$ cat config.mk
export PLATFORM = sky130hd
export DESIGN_NAME = regfile_mp
export DESIGN_NICKNAME = d
export VERILOG_FILES = /design/src/rtl/regfile_mp_pkg.sv /design/src/rtl/regfile_mp_rf_read_port.sv /design/src/rtl/regfile_mp.sv
export SDC_FILE = /design/constraint.sdc
export NUM_CORES = 1
export LEC_CHECK = 0
export ABC_AREA = 0
export CAP_MARGIN = 10
export CORE_ASPECT_RATIO = 0.7
export CORE_MARGIN = 3
export CORE_UTILIZATION = 40
export DETAILED_ROUTE_END_ITERATION = 7
export PLACE_DENSITY = 0.68
export SYNTH_ARGS = -nofsm -noshare
export SYNTH_HDL_FRONTEND = slang
export SYNTH_SLANG_ARGS = --single-unit
$ cat constraint.sdc
create_clock -name clk -period 3 [get_ports clk]
set_clock_uncertainty 0.15 [all_clocks]
set_input_delay 0.3 -clock clk [delete_from_list [all_inputs] [get_ports clk]]
set_output_delay 0.3 -clock clk [all_outputs]
set_load 0.1 [all_outputs]
$ cat src/rtl/regfile_mp_pkg.sv
// ---------------------------------------------------------------------------
// regfile_mp_pkg
//   Shared definitions for the multi-port register file:
//     - default DATA_W / ADDR_W / NUM_RD values used by regfile_mp;
//     - ZERO_IDX, the index of the optional hardwired zero register;
//     - port_lsb(), the packing helper that locates port i's slice inside
//       the flattened rd_addr / rd_data / register-array buses;
//     - rd_src_e, the selector naming where a read port sources its data.
// ---------------------------------------------------------------------------
package regfile_mp_pkg;

   localparam int DEF_DATA_W = 16;
   localparam int DEF_ADDR_W = 3;
   localparam int DEF_NUM_RD = 2;

   // Register that reads as zero when the ZERO_REG option is enabled.
   localparam int ZERO_IDX = 0;

   // Where a read port takes its operand from.
   typedef enum logic [1:0] {
      SRC_ARRAY  = 2'd0,   // stored register contents, readiness from busy bit
      SRC_BYPASS = 2'd1,   // same-cycle writeback forwarded to the read
      SRC_ZERO   = 2'd2    // hardwired zero register
   } rd_src_e;

   // Low bit of element 'idx' in a bus of equal 'width'-bit elements,
   // element 0 in the least significant position.
   function automatic int port_lsb(input int idx, input int width);
      return idx * width;
   endfunction

endpackage

$ cat src/rtl/regfile_mp_rf_read_port.sv
// ---------------------------------------------------------------------------
// rf_read_port
//   One combinational read port of regfile_mp. Selects one register out of
//   the flattened array, applies the optional write bypass and the optional
//   hardwired zero register, and reports whether the operand is ready.
//
// Ports:
//   mem_flat  in  DEPTH*DATA_W  all registers, reg n = [n*DATA_W +: DATA_W]
//   busy_vec  in  DEPTH         scoreboard, bit n = reg n has a pending write
//   wr_en     in  1             writeback valid (bypass source)
//   wr_addr   in  ADDR_W        writeback destination
//   wr_data   in  DATA_W        writeback value
//   rd_addr   in  ADDR_W        register to read
//   rd_data   out DATA_W        operand value
//   rd_ready  out 1             operand valid (not pending, bypassed or zero)
// ---------------------------------------------------------------------------
module rf_read_port
   import regfile_mp_pkg::*;
#(
   parameter int DATA_W   = DEF_DATA_W,
   parameter int ADDR_W   = DEF_ADDR_W,
   parameter int BYPASS   = 1,
   parameter int ZERO_REG = 0,
   localparam int DEPTH   = 2 ** ADDR_W
) (
   input  logic [DEPTH*DATA_W-1:0] mem_flat,
   input  logic [DEPTH-1:0]        busy_vec,
   input  logic                    wr_en,
   input  logic [ADDR_W-1:0]       wr_addr,
   input  logic [DATA_W-1:0]       wr_data,
   input  logic [ADDR_W-1:0]       rd_addr,
   output logic [DATA_W-1:0]       rd_data,
   output logic                    rd_ready
);

   logic            is_zero;
   logic            bypass_hit;
   logic [DATA_W-1:0] stored;
   rd_src_e         src;

   assign is_zero = (ZERO_REG != 0) && (rd_addr == ADDR_W'(ZERO_IDX));

   // The zero register takes priority: a write aimed at it is dropped by the
   // array, so forwarding it would expose a value that never lands.
   assign bypass_hit = (BYPASS != 0) && wr_en && (wr_addr == rd_addr) && !is_zero;

   assign stored = mem_flat[port_lsb(int'(rd_addr), DATA_W) +: DATA_W];

   always_comb begin
      src = SRC_ARRAY;
      if (is_zero) begin
         src = SRC_ZERO;
      end else if (bypass_hit) begin
         src = SRC_BYPASS;
      end
   end

   always_comb begin
      rd_data  = '0;
      rd_ready = 1'b1;
      case (src)
         SRC_ZERO: begin
            rd_data  = '0;
            rd_ready = 1'b1;
         end
         SRC_BYPASS: begin
            // The producer is completing this cycle, so the operand is valid
            // even if the busy bit is still set.
            rd_data  = wr_data;
            rd_ready = 1'b1;
         end
         default: begin
            rd_data  = stored;
            rd_ready = !busy_vec[rd_addr];
         end
      endcase
   end

endmodule

$ cat src/rtl/regfile_mp.sv
// ---------------------------------------------------------------------------
// regfile_mp
//   Parametrised register file with NUM_RD combinational read ports and a
//   per-register pending-write scoreboard. Issue logic reserves a
//   destination (sets its busy bit); ALU writeback stores the result and
//   clears the busy bit.
//
//   Handshake semantics: wr_en and rsv_en are valid-only strobes with no
//   ready; the register file accepts every strobe on the rising edge where
//   it is high. rd_ready is an operand-valid indication towards issue, not
//   a flow-control ready: a read never stalls, it just reports whether the
//   value it returns is final.
//
// Ports:
//   clk       in  1              clock, all state updates on rising edge
//   rst_n     in  1              synchronous active-low reset
//   wr_en     in  1              writeback valid
//   wr_addr   in  ADDR_W         writeback destination
//   wr_data   in  DATA_W         writeback value
//   rsv_en    in  1              reserve a destination (mark busy)
//   rsv_addr  in  ADDR_W         register being reserved
//   rd_addr   in  NUM_RD*ADDR_W  packed read addresses, port i at i*ADDR_W
//   rd_data   out NUM_RD*DATA_W  packed read data, port i at i*DATA_W
//   rd_ready  out NUM_RD         per-port operand valid
//   busy_vec  out 2**ADDR_W      scoreboard, bit n = reg n pending
// ---------------------------------------------------------------------------
module regfile_mp
   import regfile_mp_pkg::*;
#(
   parameter int DATA_W   = DEF_DATA_W,
   parameter int ADDR_W   = DEF_ADDR_W,
   parameter int NUM_RD   = DEF_NUM_RD,
   parameter int BYPASS   = 1,
   parameter int ZERO_REG = 0,
   localparam int DEPTH   = 2 ** ADDR_W
) (
   input  logic                     clk,
   input  logic                     rst_n,
   input  logic                     wr_en,
   input  logic [ADDR_W-1:0]        wr_addr,
   input  logic [DATA_W-1:0]        wr_data,
   input  logic                     rsv_en,
   input  logic [ADDR_W-1:0]        rsv_addr,
   input  logic [NUM_RD*ADDR_W-1:0] rd_addr,
   output logic [NUM_RD*DATA_W-1:0] rd_data,
   output logic [NUM_RD-1:0]        rd_ready,
   output logic [DEPTH-1:0]         busy_vec
);

   logic [DATA_W-1:0]       mem_q [DEPTH];
   logic [DEPTH*DATA_W-1:0] mem_flat;
   logic [DEPTH-1:0]        busy_q;
   logic [DEPTH-1:0]        busy_nxt;
   logic                    wr_ok;
   logic                    rsv_ok;

   // Accesses to the hardwired zero register are discarded here, so its
   // storage stays at its reset value and its busy bit never rises.
   assign wr_ok  = wr_en  && !((ZERO_REG != 0) && (wr_addr  == ADDR_W'(ZERO_IDX)));
   assign rsv_ok = rsv_en && !((ZERO_REG != 0) && (rsv_addr == ADDR_W'(ZERO_IDX)));

   // Writeback clears first, reservation sets second: when both hit the same
   // register the new producer wins and the register stays busy.
   always_comb begin
      busy_nxt = busy_q;
      if (wr_ok) begin
         busy_nxt[wr_addr] = 1'b0;
      end
      if (rsv_ok) begin
         busy_nxt[rsv_addr] = 1'b1;
      end
   end

   always_ff @(posedge clk) begin
      if (!rst_n) begin
         busy_q <= '0;
         for (int n = 0; n < DEPTH; n++) begin
            mem_q[n] <= '0;
         end
      end else begin
         busy_q <= busy_nxt;
         if (wr_ok) begin
            mem_q[wr_addr] <= wr_data;
         end
      end
   end

   assign busy_vec = busy_q;

   for (genvar n = 0; n < DEPTH; n++) begin : g_flat
      assign mem_flat[port_lsb(n, DATA_W) +: DATA_W] = mem_q[n];
   end

   for (genvar i = 0; i < NUM_RD; i++) begin : g_rd
      rf_read_port #(
         .DATA_W   (DATA_W),
         .ADDR_W   (ADDR_W),
         .BYPASS   (BYPASS),
         .ZERO_REG (ZERO_REG)
      ) u_port (
         .mem_flat (mem_flat),
         .busy_vec (busy_q),
         .wr_en    (wr_en),
         .wr_addr  (wr_addr),
         .wr_data  (wr_data),
         .rd_addr  (rd_addr[port_lsb(i, ADDR_W) +: ADDR_W]),
         .rd_data  (rd_data[port_lsb(i, DATA_W) +: DATA_W]),
         .rd_ready (rd_ready[i])
      );
   end

endmodule

Yosys cells after proc, flatten, opt, wreduce, memory -nomap -nowiden
Memories as Yosys holds them, arrays and structs flattened.
Index checks and enable logic that the tools add are counted.
- $add $sub $neg: 0
- $mul: 0
- div/mod/pow operators: 0
- magnitude comparators: 6
- equal/unequal tests: 6
- shift operators: 2
- mux-type cells: 23
- bitwise operators: 3
- reductions and logical operators: 9
- operators with widths (cell ; number):
    128-bit by 8-bit indexed part select with 16-bit output ; 2
    16-bit case mux with 2 select lines ; 2
    3-bit by 4-bit less-than comparator with 1-bit output (second input constant) ; 4
    16-bit two-way mux ; 1
    8-bit two-way mux ; 2
    16-bit OR reduction ; 1
    1-bit two-way mux ; 13
    8-bit bitwise AND ; 1
    8-bit NOT ; 1
    8-bit OR ; 1
    1-bit binary-select mux with 3-bit select ; 2
    1-bit demux with 3-bit select ; 2
    3-bit == test ; 2
    3-bit by 1-bit greater-or-equal comparator with 1-bit output (second input constant) ; 2
    2-bit == test (second input constant) ; 2
    1-bit logical AND ; 4
    2-bit OR reduction ; 2
    3-bit two-way mux ; 1
    1-bit == test (second input constant) ; 2
    1-bit zero test ; 2
- bits in registers: 8
- bits in latches: 0
- RAM bits: 128
- memory bits (read-only): 0
- input bits: 32
- output and inout bits: 42
- word-level logic and storage cells: 51
- memories: 1
- memory list (name ; words ; bits a word ; rd ports ; clocked after Yosys merged registers in ; wr ports ; line ; RTL):
    mem_q ; 8 ; 16 ; 8 ; 0 ; 8 ; regfile_mp.sv:50 ; logic [DATA_W-1:0] mem_q [DEPTH];

Logic depth before layout (Yosys ltp)
- depth after elaboration: 9
- depth in mapped cells: 7
- depth with buffers taken out: 3

Cells and area by module
Synthesis repeated with hierarchy kept, for this count alone.
- cell total of the unflattened synthesis: 523
- area, all modules: 8270.4 µm²
- modules (own cells, without submodules) (module ; instances ; cells each ; area an instance (µm²) ; seq. area each (µm²)):
    regfile_mp ; 1 ; 357 ; 5630.4 ; 4003.8
    rf_read_port ; 2 ; 83 ; 1320.0 ; 0.0

Worst setup path after synthesis
OpenSTA, ideal clock, no wires.
- path kind: in2reg
- start: input port wr_addr[1]
- end: memory mem_q[3][0] in the netlist's numbering, enable pin
- library setup time: 0.414 ns
- data arrival time: 1.966 ns
- data required time: 2.436 ns
- path slack: 0.471 ns
- cell stages on the path: 3
- path buffers: 1
- cell sequence: clkbuf_1 -> nand2_1 -> o21ai_0
- RTL lines (what ; line ; RTL):
    start: declaration ; regfile_mp.sv:40 ; input logic [ADDR_W-1:0] wr_addr,
    end: declaration ; regfile_mp.sv:50 ;

Worst setup path in the final report
- start: input port wr_addr[1]
- end: output port rd_data[15]
- word-level cells in the longest chain between the ends: 5
- elaborated cells on any way between the ends: 6
- classes of those cells: eq/ne (3); mux (2); reduce/logical (1)
- RTL lines (what ; line ; RTL):
    3-bit == test (*) ; regfile_mp_rf_read_port.sv:45 ; assign bypass_hit = (BYPASS != 0) && wr_en && (wr_addr == rd_addr) && !is_zero;
    1-bit logical AND (*) ; regfile_mp_rf_read_port.sv:45 ;
    1-bit two-way mux (*) ; regfile_mp_rf_read_port.sv:53 ; end else if (bypass_hit) begin
    2-bit == test or 1-bit == test (tied branches) ; - ;
    16-bit case mux with 2 select lines (*) ; regfile_mp_rf_read_port.sv:61 ; case (src)
    end: declaration ; regfile_mp.sv:45 ; output logic [NUM_RD*DATA_W-1:0] rd_data,
Mark *: on every way between the ends. The rest lies on a longest branch, timed or not.

==> impl_metrics.json <==
{
  "status": "finished clean",
  "cp-end-kind": "output pin",
  "wl_met1_um": 8450,
  "crit_chain": "clkdlybuf4s50_1 > xnor2_1 > nand4_2 > buf_4 > mux2_2 > buf_12",
  "worst-endpoint-arrival_ns": 2.17,
  "syn2layout_area_growth_pct": 25.70,
  "max_cap_viol_count": 0,
  "cts.sinks": 136,
  "initial_core_util_pct": 41.45,
  "startpoint_type": "input port",
  "io_buffer_count": 73,
  "p_int_mw": 4.248,
  "post_drt_wl_per_cell_um": 23.79,
  "ios": 74,
  "clock_path_buffers": 2,
  "synth.largest_area_cell": "edfxtp_1",
  "fin_setup_tns_ns": 0,
  "grt.overflow.total": 0,
  "vias": 4810,
  "layout-drive-gt1-share_pct": 35.08,
  "synth_fp_nets": 520,
  "sw_frac_of_total_pct": 29.30,
  "finalHoldViolCount": 0,
  "p_sw_mw": 1.760,
  "ys_warn_count": 0,
  "drcViolationCount": 0,
  "rsz0062_at_grt": "no",
  "routed_via_density": 5.632,
  "syn_area_sq_um": 7951,
  "ctsHoldBuffers": 0,
  "h-tree-depth": 4,
  "synth_top_area_share_pct": 48.34,
  "die_area_sq_um": 21630,
  "dpl.hpwl_um": 12840,
  "dieWidth_um": 174.5,
  "slew_headroom_pct": 65.14,
  "seqPwrFrac_pct": 37.7,
  "firstDrtPassIters": 5,
  "synth_ff_type": "edfxtp_1",
  "clk_pin_slew_ns": 0.05,
  "synth.area.top_cells": "edfxtp_1 48%, mux4_1 15%, and2_1 10%, mux4_2 6.8%, mux2_2 6.5%",
  "drv_slew": 0,
  "wl_met3_um": 1347,
  "cp_num_buf_inv": 3,
  "antenna_found_initial": 0,
  "critPathMaxStageDelay_ns": 0.74,
  "fin_nets": 609,
  "coreArea_sq_um": 19180,
  "cts_resized": 0,
  "synthCells": 488,
  "crit_family": "buffers and inverters",
  "met2_length_um": 10260,
  "ys_ff_latch": 136,
  "synth_commonest_cells": "128 x and2_1, 128 x edfxtp_1, 46 x mux2_2",
  "grt_max_degree": 36,
  "root_buffer": "clkbuf_16",
  "dr.max_layer_used": "met4",
  "min_period_ns": 2.624,
  "grtUsageTotal_pct": 19.58,
  "synth-edff-count": 128,
  "grt_pass1_wl_um": 31040,
  "combPwrFrac_pct": 26.1,
  "cts_buffers": 17,
  "ys_types": 26,
  "power_density_nw_per_um2": 601.2,
  "worst-endpoint-required_ns": 2.55,
  "wl_um": 20320,
  "gp_congestion": 0.7858,
  "setup_violations": 0,
  "fp.dieH_um": 124.0,
  "p_clk_share_pct": 36.2,
  "worst_hold_path_type": "reg2reg",
  "cts_setup_buffers": 0,
  "post-route-period-util_pct": 87.47,
  "diodes": 0,
  "max-vdd-ir-drop_mv": 0.2991,
  "cp_slowest_cell": "clkdlybuf4s50_1",
  "cts_tree": "yes",
  "ant_nets": 0,
  "syn-mean-instance-area_sq_um": 16.29,
  "worstSetupPathType": "in2out",
  "rows": 42,
  "async_flop_share_pct": 0,
  "dr.first_iter.drc_count": 408,
  "grt_pass1_vias": 5096,
  "leakage_nw": 3.753,
  "ys_seq_area_share_pct": 50.35,
  "final_core_util_pct": 52.11,
  "crit_fanout": 11,
  "worstSkewPairLatency_ns": 0.40,
  "max_freq_mhz": 381.1,
  "worstMarginPinSlew_ns": 0.5209
}
## per-stage QoR
| stage | area [sq um] | power, mW | setup WS, ns | hold WS (ns) | std cells |
|---|---|---|---|---|---|
| floorplan | 7951 | 3.316 | 0.4705 | 0.2677 | 488 |
| global placement | 9368 | 3.848 | 0.3962 | 0.3494 | 822 |
| detailed placement | 9368 | 3.871 | 0.3781 | 0.3499 | 822 |
| CTS | 9995 | 6.028 | 0.3698 | 0.3577 | 854 |
| global route | 9995 | 6.181 | 0.2836 | 0.3963 | 854 |
| finish | 9995 | 6.008 | 0.3758 | 0.3710 | 854 |
## layout by cell type, fill, tap and decap left out, types with 8 or more instances in the layout
master / n
and2_1: 128
buf_12: 39
buf_4: 35
clkbuf_16: 17
clkdlybuf4s50_1: 29
dfxtp_1: 8
edfxtp_1: 128
inv_1: 8
mux2_2: 46
mux2_4: 20
mux4_1: 44
mux4_2: 24
## per-layer routing
metal	vias up	track usage [%]
li1	2107	-
met1	2482	24.61
met2	199	34.71
met3	22	4.357
met4	0	5.378
met5	-	0
## final timing paths
path                     startpoint                     end  slack, ns  cells after the start
max                      wr_addr[1]             rd_data[15]       0.38                      6
min reg2reg  busy_vec[7]$_SDFF_PN0_  busy_vec[7]$_SDFF_PN0_       0.37                      2
min          busy_vec[7]$_SDFF_PN0_  busy_vec[7]$_SDFF_PN0_       0.37                      2
max reg2reg  busy_vec[3]$_SDFF_PN0_  busy_vec[3]$_SDFF_PN0_       2.14                      2
## power by group through the flow
stage                     logic, mW  clock network (mW)  registers, mW
after global placement         1.56                   0           2.29
final                          1.57                2.18           2.27
after global routing           1.62                2.28           2.28
after CTS                      1.57                2.19           2.27
after floorplan                1.02                   0           2.30
after detailed placement       1.57                   0           2.30
## cell type report
type / count / area (sq um)
Inverter: 8 / 30.03
Clock inverter: 10 / 142.6
Clock buffer: 22 / 484.2
Timing Repair Buffer: 105 / 1344
Sequential cell: 136 / 4004
Multi-Input combinational cell: 309 / 3660
Tap cell: 264 / 330.3
Fill cell: 1537 / 9186
## flip-flops by register name (all words and copies together), names as in the netlist
register  cells
busy_vec      8
mem_q       128
## worst reg2reg max path, delay by kind of cell, from the launching register on
kind	cells	cell delay, ns
flip-flops	1	0.37
buffers and inverters	1	0.07
AO/OA/AOI/OAI	1	0.18
## cell families after synthesis
family	count (synthesis)	share of synthesized area, %
compound gates	16	1.322
flops	136	50.35
xor+xnor	6	0.6609
mux	134	31.63
buf+inv	43	4.249
simple gates	153	11.79
No activity file was read; power rests on OpenSTA's default activity.
